`src/rtl/bb_lpf_pkg.sv`:
```
// Shared constants, FSM state type and round/saturate helper for the baseband low-pass filter.
package bb_lpf_pkg;

  localparam int NTAPS  = 8;
  localparam int NPAIRS = NTAPS / 2;
  localparam int IN_W   = 8;
  localparam int CW     = 7;
  localparam int ACC_W  = 20;
  localparam int ROUND  = 64;
  localparam int SHIFT  = 7;

  localparam logic signed [CW-1:0] COEF [NTAPS] = '{
    7'sd2, 7'sd9, 7'sd21, 7'sd32, 7'sd32, 7'sd21, 7'sd9, 7'sd2
  };

  localparam logic signed [ACC_W-1:0] OUT_MAX = 20'sh0007F;
  localparam logic signed [ACC_W-1:0] OUT_MIN = 20'shFFF80;

  typedef enum logic [1:0] {
    ST_IDLE = 2'd0,
    ST_MAC  = 2'd1,
    ST_OUT  = 2'd2
  } state_e;

  function automatic logic signed [IN_W-1:0] round_sat(input logic signed [ACC_W-1:0] acc);
    logic signed [ACC_W-1:0] sh;
    logic signed [IN_W-1:0]  res;
    sh = (acc + ACC_W'(ROUND)) >>> SHIFT;
    if (sh > OUT_MAX) begin
      res = 8'sh7F;
    end else if (sh < OUT_MIN) begin
      res = 8'sh80;
    end else begin
      res = sh[IN_W-1:0];
    end
    return res;
  endfunction

endpackage

```
`src/rtl/bb_lpf_if.sv`:
```
// Sample-in / filtered-out bundle between the demodulator side and bb_lpf.
interface bb_lpf_if;
  import bb_lpf_pkg::*;

  logic                   sample_ready;
  logic signed [IN_W-1:0] I_BB_prefilter;
  logic signed [IN_W-1:0] Q_BB_prefilter;
  logic signed [IN_W-1:0] I_BB;
  logic signed [IN_W-1:0] Q_BB;
  logic                   bb_valid;
  logic                   busy;
  logic                   overrun;

  modport master (
    output sample_ready, I_BB_prefilter, Q_BB_prefilter,
    input  I_BB, Q_BB, bb_valid, busy, overrun
  );

  modport slave (
    input  sample_ready, I_BB_prefilter, Q_BB_prefilter,
    output I_BB, Q_BB, bb_valid, busy, overrun
  );

endinterface

```
`src/rtl/bb_lpf_mac.sv`:
```
// One filter channel: delay line, symmetric pre-adder, coefficient multiply,
// accumulator and rounded/saturated output register.
module bb_lpf_mac
  import bb_lpf_pkg::*;
(
  input  logic                   clk,
  input  logic                   reset_n,
  input  logic                   shift_en_i,
  input  logic                   clr_i,
  input  logic                   mac_en_i,
  input  logic                   load_i,
  input  logic [1:0]             idx_i,
  input  logic signed [IN_W-1:0] din_i,
  output logic signed [IN_W-1:0] dout_o
);

  logic signed [IN_W-1:0]  tap_q [NTAPS];
  logic signed [ACC_W-1:0] acc_q;
  logic signed [ACC_W-1:0] acc_d;
  logic signed [IN_W-1:0]  out_q;
  logic signed [IN_W:0]    pre_s;
  logic signed [IN_W+CW:0] prod_s;
  logic [2:0]              idx_lo_s;
  logic [2:0]              idx_hi_s;

  // Tap pair k and 7-k share coefficient k, so one multiply per pair.
  always_comb begin
    idx_lo_s = {1'b0, idx_i};
    idx_hi_s = 3'd7 - idx_lo_s;
    pre_s    = {tap_q[idx_lo_s][IN_W-1], tap_q[idx_lo_s]}
             + {tap_q[idx_hi_s][IN_W-1], tap_q[idx_hi_s]};
    prod_s   = pre_s * COEF[idx_lo_s];
    acc_d    = acc_q + ACC_W'(prod_s);
  end

  // Delay line, accumulator and output register.
  always_ff @(posedge clk) begin
    if (!reset_n) begin
      for (int i = 0; i < NTAPS; i++) begin
        tap_q[i] <= {IN_W{1'b0}};
      end
      acc_q <= {ACC_W{1'b0}};
      out_q <= {IN_W{1'b0}};
    end else begin
      if (shift_en_i) begin
        tap_q[0] <= din_i;
        for (int i = 1; i < NTAPS; i++) begin
          tap_q[i] <= tap_q[i-1];
        end
      end
      if (clr_i) begin
        acc_q <= {ACC_W{1'b0}};
      end else if (mac_en_i) begin
        acc_q <= acc_d;
      end
      if (load_i) begin
        out_q <= round_sat(acc_d);
      end
    end
  end

  assign dout_o = out_q;

endmodule

```
`src/rtl/bb_lpf.sv`:
```
// Baseband I/Q 8-tap symmetric FIR low-pass with IDLE/MAC/OUT sequencer.
// Optional macro BB_LPF_DECIM2_EN: decimate by two (every other accepted sample computes an output).
module bb_lpf
  import bb_lpf_pkg::*;
(
  input logic    clk,
  input logic    reset_n,
  bb_lpf_if.slave bus
);

  state_e     state_q, state_d;
  logic [1:0] idx_q, idx_d;
  logic       overrun_q, overrun_d;
  logic       bb_valid_q, bb_valid_d;
  logic       busy_q, busy_d;
  logic       accept_s;
  logic       launch_s;
  logic       mac_en_s;
  logic       load_s;
`ifdef BB_LPF_DECIM2_EN
  logic       phase_q, phase_d;
`endif

  // Sequencer next state; a sample is taken whenever the MAC is not running.
  always_comb begin
    accept_s   = bus.sample_ready && (state_q != ST_MAC);
`ifdef BB_LPF_DECIM2_EN
    launch_s   = accept_s && !phase_q;
    phase_d    = accept_s ? ~phase_q : phase_q;
`else
    launch_s   = accept_s;
`endif
    state_d    = state_q;
    idx_d      = idx_q;
    mac_en_s   = 1'b0;
    load_s     = 1'b0;
    overrun_d  = overrun_q | (bus.sample_ready && (state_q == ST_MAC));
    case (state_q)
      ST_IDLE: begin
        if (launch_s) begin
          state_d = ST_MAC;
          idx_d   = 2'd0;
        end else begin
          state_d = ST_IDLE;
        end
      end
      ST_MAC: begin
        mac_en_s = 1'b1;
        if (idx_q == 2'd3) begin
          state_d = ST_OUT;
          idx_d   = 2'd0;
          load_s  = 1'b1;
        end else begin
          idx_d   = idx_q + 2'd1;
        end
      end
      ST_OUT: begin
        if (launch_s) begin
          state_d = ST_MAC;
          idx_d   = 2'd0;
        end else begin
          state_d = ST_IDLE;
        end
      end
      default: begin
        state_d = ST_IDLE;
        idx_d   = 2'd0;
      end
    endcase
    bb_valid_d = (state_d == ST_OUT);
    busy_d     = (state_d == ST_MAC);
  end

  // Sequencer state and status registers.
  always_ff @(posedge clk) begin
    if (!reset_n) begin
      state_q    <= ST_IDLE;
      idx_q      <= 2'd0;
      overrun_q  <= 1'b0;
      bb_valid_q <= 1'b0;
      busy_q     <= 1'b0;
`ifdef BB_LPF_DECIM2_EN
      phase_q    <= 1'b0;
`endif
    end else begin
      state_q    <= state_d;
      idx_q      <= idx_d;
      overrun_q  <= overrun_d;
      bb_valid_q <= bb_valid_d;
      busy_q     <= busy_d;
`ifdef BB_LPF_DECIM2_EN
      phase_q    <= phase_d;
`endif
    end
  end

  assign bus.bb_valid = bb_valid_q;
  assign bus.busy     = busy_q;
  assign bus.overrun  = overrun_q;

  bb_lpf_mac u_mac_i (
    .clk        (clk),
    .reset_n    (reset_n),
    .shift_en_i (accept_s),
    .clr_i      (accept_s),
    .mac_en_i   (mac_en_s),
    .load_i     (load_s),
    .idx_i      (idx_q),
    .din_i      (bus.I_BB_prefilter),
    .dout_o     (bus.I_BB)
  );

  bb_lpf_mac u_mac_q (
    .clk        (clk),
    .reset_n    (reset_n),
    .shift_en_i (accept_s),
    .clr_i      (accept_s),
    .mac_en_i   (mac_en_s),
    .load_i     (load_s),
    .idx_i      (idx_q),
    .din_i      (bus.Q_BB_prefilter),
    .dout_o     (bus.Q_BB)
  );

endmodule

```
`src/flat_wrapper.sv`:
```
// flat-port wrapper written by rule: the top's interface ports become plain ports
module bb_lpf_flat import bb_lpf_pkg::*;
  (clk, reset_n, bus_sample_ready, bus_I_BB_prefilter, bus_Q_BB_prefilter, bus_I_BB, bus_Q_BB, bus_bb_valid, bus_busy, bus_overrun);
  bb_lpf_if bus_i ();
  input logic clk;
  input logic reset_n;
  input wire logic [$bits(bus_i.sample_ready)-1:0] bus_sample_ready;
  input wire logic [$bits(bus_i.I_BB_prefilter)-1:0] bus_I_BB_prefilter;
  input wire logic [$bits(bus_i.Q_BB_prefilter)-1:0] bus_Q_BB_prefilter;
  output wire logic [$bits(bus_i.I_BB)-1:0] bus_I_BB;
  output wire logic [$bits(bus_i.Q_BB)-1:0] bus_Q_BB;
  output wire logic [$bits(bus_i.bb_valid)-1:0] bus_bb_valid;
  output wire logic [$bits(bus_i.busy)-1:0] bus_busy;
  output wire logic [$bits(bus_i.overrun)-1:0] bus_overrun;
  assign bus_i.sample_ready = bus_sample_ready;
  assign bus_i.I_BB_prefilter = bus_I_BB_prefilter;
  assign bus_i.Q_BB_prefilter = bus_Q_BB_prefilter;
  assign bus_I_BB = bus_i.I_BB;
  assign bus_Q_BB = bus_i.Q_BB;
  assign bus_bb_valid = bus_i.bb_valid;
  assign bus_busy = bus_i.busy;
  assign bus_overrun = bus_i.overrun;
  bb_lpf u_core (.clk(clk), .reset_n(reset_n), .bus(bus_i));
endmodule
```
`config.mk`:
```
export PLATFORM = sky130hd
export DESIGN_NAME = bb_lpf_flat
export DESIGN_NICKNAME = d
export VERILOG_FILES = /design/src/rtl/bb_lpf_pkg.sv /design/src/rtl/bb_lpf_if.sv /design/src/rtl/bb_lpf_mac.sv /design/src/rtl/bb_lpf.sv /design/src/flat_wrapper.sv
export SDC_FILE = /design/constraint.sdc
export NUM_CORES = 1
export LEC_CHECK = 0
export ABC_AREA = 1
export CELL_PAD_IN_SITES_DETAIL_PLACEMENT = 1
export CELL_PAD_IN_SITES_GLOBAL_PLACEMENT = 1
export CORE_MARGIN = 5
export CORE_UTILIZATION = 48
export CTS_CLUSTER_SIZE = 28
export DETAILED_ROUTE_END_ITERATION = 10
export PLACE_DENSITY_LB_ADDON = 0.1
export SETUP_SLACK_MARGIN = 0.4
export SLEW_MARGIN = 40
export SYNTH_ARGS = -nofsm -noshare
export SYNTH_HDL_FRONTEND = slang
export SYNTH_HIERARCHICAL = 1
export SYNTH_SLANG_ARGS = --single-unit
export TNS_END_PERCENT = 50
```
`constraint.sdc`:
```
create_clock -name clk -period 9.6 [get_ports clk]
set_clock_uncertainty 0.2 [all_clocks]
set_input_delay 0.96 -clock clk [delete_from_list [all_inputs] [get_ports clk]]
set_output_delay 0.96 -clock clk [all_outputs]
set_load 0.005 [all_outputs]
```
=== Yosys cells after proc, flatten, opt, wreduce, memory -nomap -nowiden ===
Memories as Yosys holds them, arrays and structs flattened. A register that Yosys moved wholly into a read port is not among the register bits.
Index checks and enable logic that the tools add are counted.

* Bits in writable memories: 128
* Memories: 3
* Register bits: 63
* Input port bits: 19
* ROM bits: 56

{| class="wikitable"
|+ Memories
! memory !! depth !! bits a word !! read ports !! clocked after Yosys merged registers in !! write ports !! RTL line !! text
|-
| u_core.u_mac_i.tap_q || 8 || 8 || 9 || 1 || 8 || bb_lpf_mac.sv:17 || <nowiki>logic signed [IN_W-1:0] tap_q [NTAPS];</nowiki>
|-
| u_core.u_mac_q.tap_q || 8 || 8 || 9 || 1 || 8 || bb_lpf_mac.sv:17 ||
|-
| (no name shown) || 8 || 7 || 1 || 0 || 0 || bb_lpf_mac.sv:32 || <nowiki>prod_s = pre_s * COEF[idx_lo_s];</nowiki>
|}

* Reductions and logical operators: 5
* Magnitude comparators: 5
* Bitwise gates (word level): 19
* Mux-type cells: 39
* Add/sub/neg operators: 8
* Equality and inequality tests: 7
* Multipliers: 2

{| class="wikitable"
|+ Operator list
! operator !! number
|-
| 2-to-1 mux 8 bit || 20
|-
| adder 20 x 16 -> 20 bit || 2
|-
| adder 20 x 8 -> 20 bit (second input constant) || 2
|-
| multiplier 9 x 7 -> 16 bit || 2
|-
| greater-than comparator 13 x 8 -> 1 bit (second input constant) || 2
|-
| < comparator 13 x 8 -> 1 bit (second input constant) || 2
|-
| adder 8 x 8 -> 9 bit || 2
|-
| OR 1 bit || 17
|-
| 2-to-1 mux 7 bit || 2
|-
| 2-to-1 mux 3 bit || 4
|-
| 2-to-1 mux 1 bit || 8
|-
| case mux 2 bit (2 select lines) || 2
|-
| == test 2 bit (second input constant) || 3
|-
| 2-to-1 mux 2 bit || 3
|-
| == test 2 x 1 -> 1 bit (second input constant) || 2
|-
| >= comparator 4 bit (second input constant) || 1
|-
| inequality test 2 x 1 -> 1 bit (second input constant) || 2
|-
| inverter 2 -> 4 bit || 1
|-
| OR reduction 2 bit || 2
|-
| subtractor 3 x 2 -> 3 bit (first input constant) || 1
|-
| adder 2 x 1 -> 2 bit (second input constant) || 1
|-
| logical AND 1 bit || 2
|-
| zero test 2 bit || 1
|-
| inverter 1 bit || 1
|}

=== Logic depth before layout (Yosys ltp) ===
* Word-level depth: 10
* Gate-level depth with buffers: 47
* Depth with buffers taken out: 45

=== Modules after synthesis ===
The synthesis kept the hierarchy.

{| class="wikitable"
|+ Modules (own cells, without submodules)
! module !! seq. area each (sq um) !! instances !! cells an instance !! area an instance (sq um)
|-
| bb_lpf_mac at u_core.u_mac_q || 2,482.4 || 1 || 1,060 || 8,393.0
|-
| bb_lpf_mac at u_core.u_mac_i || 2,482.4 || 1 || 1,104 || 8,318.0
|-
| bb_lpf || 140.1 || 1 || 33 || 269.0
|}

=== Worst setup path before layout ===
OpenSTA, ideal clock, no wires.

* Kind: register to register
* Start: reg u_core.idx_q[0]
* End: reg u_core.u_mac_i.out_q[0], in the netlist u_core/u_mac_i/dout_o[0]
* Setup slack: 2.332 ns
* Arrival: 6.960 ns
* Clock period less this slack: 7.268 ns
* Library setup time: 0.109 ns
* Buffers on the path: 3
* Stages on the path, launching flop included: 41
* Cells stage by stage: dfxtp_1 > clkbuf_1 > inv_1 > clkbuf_1 > clkbuf_1 > nand2_1 > a21oi_1 > ha_1 > inv_1 > fa_1 > o21ai_0 > a21oi_1 > o21ai_0 > xnor2_1 > or2_2 > fa_1 > inv_1 > fa_1 > [... 5 more ...] > nand2_2 > inv_2 > a21oi_2 > nand2_1 > nand2_1 > nand2_2 > nor2_1 > nand3_2 > nor2_4 > nand3_2 > nand2_1 > nand2_1 > nor2_2 > nand2_2 > nand2_4 > nand3_1 > nand2_1 > inv_1

* Cells in the longest elaborated chain, start to end: 10
* Elaborated cells between the ends (all ways): 17

{| class="wikitable"
|+ RTL lines
! item !! RTL line !! text
|-
| from (decl) || bb_lpf.sv:12 || <nowiki>logic [1:0] idx_q, idx_d;</nowiki>
|-
| from (signal assigned) || bb_lpf.sv:87 || <nowiki>idx_q <= idx_d;</nowiki>
|-
| branches (longest 10 deep; another with adder 20 x 16 -> 20 bit) || - ||
|-
| to (signal assigned) || bb_lpf_mac.sv:43 || <nowiki>out_q <= {IN_W{1'b0}};</nowiki>
|-
| to (signal assigned) || bb_lpf_mac.sv:57 || <nowiki>out_q <= round_sat(acc_d);</nowiki>
|-
| to (decl) || bb_lpf_mac.sv:20 || <nowiki>logic signed [IN_W-1:0] out_q;</nowiki>
|}

Parallel ways; which one is timed is not known. The select of a mux whose other input is x is not followed.
A chain may end at the register's enable or synchronous reset.

=== Worst setup path after layout ===
* Start: reg u_core.idx_q[0]
* End: reg u_core.u_mac_q.out_q[6], in the netlist u_core/u_mac_q/dout_o[6]

* Cells in the longest elaborated chain, start to end: 10
* Elaborated cells between the ends (all ways): 17

{| class="wikitable"
|+ RTL lines
! item !! RTL line
|-
| branches (longest 10 deep; another with adder 20 x 16 -> 20 bit) || -
|-
| to (signal assigned) || bb_lpf_mac.sv:43
|-
| to (signal assigned) || bb_lpf_mac.sv:57
|-
| to (decl) || bb_lpf_mac.sv:20
|}

Parallel ways; which one is timed is not known. The select of a mux whose other input is x is not followed.

==> results.md <==
- Status: completed
- Clock Path Buffers: 2
- Final setup fails: 0
- Crit path max-delay family: adder cells
- Layout cell share with drive strength beyond 1: 0.0778
- Global route overflow: 0
- Final Instance Area: 0.0185 mm^2
- Period Utilization, post-route: 0.851
- Port Buffers: 37
- Most frequent cells in the layout: 564 x inv_1, 371 x nand2_1, 265 x nor2_1, 128 x edfxtp_1, 122 x fa_1
- Max IR drop VDD: about 0.22 mV
- Sequential share of the synthesized area: 0.301
- Setup bufs post-CTS: 0
- Setup crit end kind: register
- WHS: 0.269 ns
- Sink Count: ~190
- Post-route ant nets: 0
- FMAX: 122 MHz
- Vias/cell: 5.07
- Mean post-synth cell area: between 7 and 8 um^2
- Mapped Cells: ~2200
- Root Buffer: clkbuf_16
- Hold Path Origin: u_core/u_mac_q/dout_o[7]
- Area grow syn2layout: 8.99%
- CTS hold repair buffers: 0
- GP Congestion: 0.840
- Buf/Inv on CP: 5
- Post-cts resize count: 0
- Hold Vio Cnt, Final: 0
- Die area: 0.0392 mm^2
- TNS Setup: 0 ns
- CTS tree: done
- Crit path largest cell delay: 0.55 ns
- Pre-antenna DRT Iters: 5
- Core area: 0.0347 mm^2
- Routed wire length: between 40000 and 50000 um
- Initial antenna violation count: 0
- Drt wl/cell: 16.5 um
- # DRC: 0
- Die Height: 198 um
- Max-cap viol count: 0
- Yosys warning count: 6
- Site row count: 68
- Worst Hold Class: register to register
- Vias post-DR: 13700
- Cell Area, Synth: 0.0170 mm^2
- Arrival @ worst endpoint: 8.31 ns
- Area after DPL: roughly 0.018 mm^2
- Minimum clock period: 8.17 ns
- Critical Path RT: 9.75 ns
- Nets: 2480
- Initial DRC Count: a little under 700
- Clock-pin slew on the worst setup and hold paths: ~0.08 ns
- Synth cell types: 47
- Actual slew at the worst max-slew pin: 0.813 ns
- CP startpoint: u_core/idx_q[0]
- Hold path cells: 2
- Vias in the first global route: between 10000 and 15000
- RR Startpoint: u_core/idx_q[0]
- Diode count: 0
- Max FO, Critical Path: 18
- Total track usage: 0.233
- Clk Latency, worst-skew pair: 0.45 ns
- Max-slew violation count: 0
- Worst path depth: 41
- Most common cell after layout, fill and taps aside: inv_1
- Num CTS Buffers: 17
- LEAKAGE: 9.57 nW
- Initial Util: 0.489
- RSZ-0062 raised after global routing: false
- First-pass GRT wire length: 73700 um
- Slowest cell on the critical path: fa_1
- Io pins: 38
- Critical Path Source Type: register
- Most used cell, CP: nand2_1
- Detailed-placement wirelength estimate: 35000 um
- Synthesized Nets: 2453
- Worst slew margin: 0.454
- Power Density: 253 mW/mm^2
- CTS H-tree lvls: 4
- Largest net degree at the start of global routing: 65
- Kind of critical path: register to register
- Die X: 198 um
- Register-to-Register Path Depth: 41
- FF+latch count, synth: 191
==> power breakdown <==
part,switching (mW),internal [mW],total [mW]
Combinational,2.00,0.956,2.96
Clock,0.375,0.376,0.751
Sequential,0.0325,0.944,0.976
Total,2.41,2.28,4.68
==> layer usage <==
| layer | up-vias | global-route usage | part of all wire |
|---|---|---|---|
| met5 | - | 0 | 0 |
| met4 | 0 | 0.0530 | 0.015 |
| met3 | 38 | 0.0315 | 0.028 |
| met2 | 175 | 0.411 | 0.49 |
| met1 | 6723 | 0.307 | 0.46 |
| li1 | 6716 | - | - |
==> layout make-up <==
class | instances | area (um^2)
multi-input cells | 1379 | 9520
clock buffers | 17 | 425
flip-flops and latches | 191 | 5110
well taps | 455 | 569
inverters | 578 | 2170
repair buffers | 57 | 532
fillers | 4364 | 16200
clock inverters | 15 | 186
==> path summary, 6_finish.rpt <==
kind / to / slack, ns
max: u_core/u_mac_q/dout_o[6] / 1.43
min: u_core/u_mac_q/dout_o[7] / 0.27
max reg2reg: u_core/u_mac_q/dout_o[6] / 1.43
min reg2reg: u_core/u_mac_q/dout_o[7] / 0.27
==> synth_stat cells (all sizes together) <==
master | number | share of area
and2 | 5 | 0.0018
nand3 | 86 | 0.029
o211ai | 11 | 0.0049
a21oi | 114 | 0.034
o311ai | 1 | 0.00052
buf | 5 | 0.0024
xnor2 | 27 | 0.014
nor2 | 284 | 0.069
a211oi | 1 | 0.00044
nand3b | 1 | 0.00044
xor2 | 24 | 0.014
maj3 | 1 | 0.00059
nand4 | 15 | 0.0055
ha | 115 | 0.085
clkinv | 3 | 0.00066
edfxtp | 128 | 0.23
nor3 | 11 | 0.0044
xnor3 | 1 | 0.0013
dfxtp | 63 | 0.074
fa | 122 | 0.14
o22ai | 14 | 0.0052
clkbuf | 44 | 0.0097
o21bai | 11 | 0.0049
o21a | 1 | 0.00044
o21ai | 85 | 0.025
or2 | 17 | 0.0064
inv | 575 | 0.13
nand2 | 428 | 0.11
a32oi | 4 | 0.0021
==> flip-flops by register name (all words and copies together), names as in the netlist <==
signal / cells
u_core/bus.overrun: 1
u_core/idx_q: 2
u_core/u_mac_i/acc_q: 20
u_core/bus.bb_valid: 1
u_core/bus.busy: 1
u_core/u_mac_q/tap_q: 64
u_core/u_mac_q/dout_o: 8
u_core/state_q: 2
u_core/u_mac_i/dout_o: 8
u_core/u_mac_i/tap_q: 64
u_core/u_mac_q/acc_q: 20
==> through the flow <==
step                      utilization  power, mW  worst slack (ns)  std cells
after floorplan                     -       3.17              2.33       2197
after global placement          0.514       3.84              1.74       2659
after detailed placement        0.515       3.95              1.50       2659
after CTS                       0.532       4.73              1.39       2691
after global routing            0.533       5.12             0.654       2692
final                           0.533       4.68              1.43       2692
==> tightest hold or removal path, delay by kind of cell, from the launching register on <==
| kind | cells | cell delay (ns) |
|---|---|---|
| flip-flops | 1 | 0.32 |
| AO/OA/AOI/OAI | 1 | 0.05 |
| AND/OR/NAND/NOR | 1 | 0.06 |
==> cell families after synthesis <==
kind of cell,Yosys count,share of synthesized area
compound gates,242,0.0772
xor+xnor,52,0.0292
fa+ha+maj,238,0.229
buf+inv,627,0.140
flops,191,0.301
simple gates,847,0.224
Power figures use the tool's default switching activity.
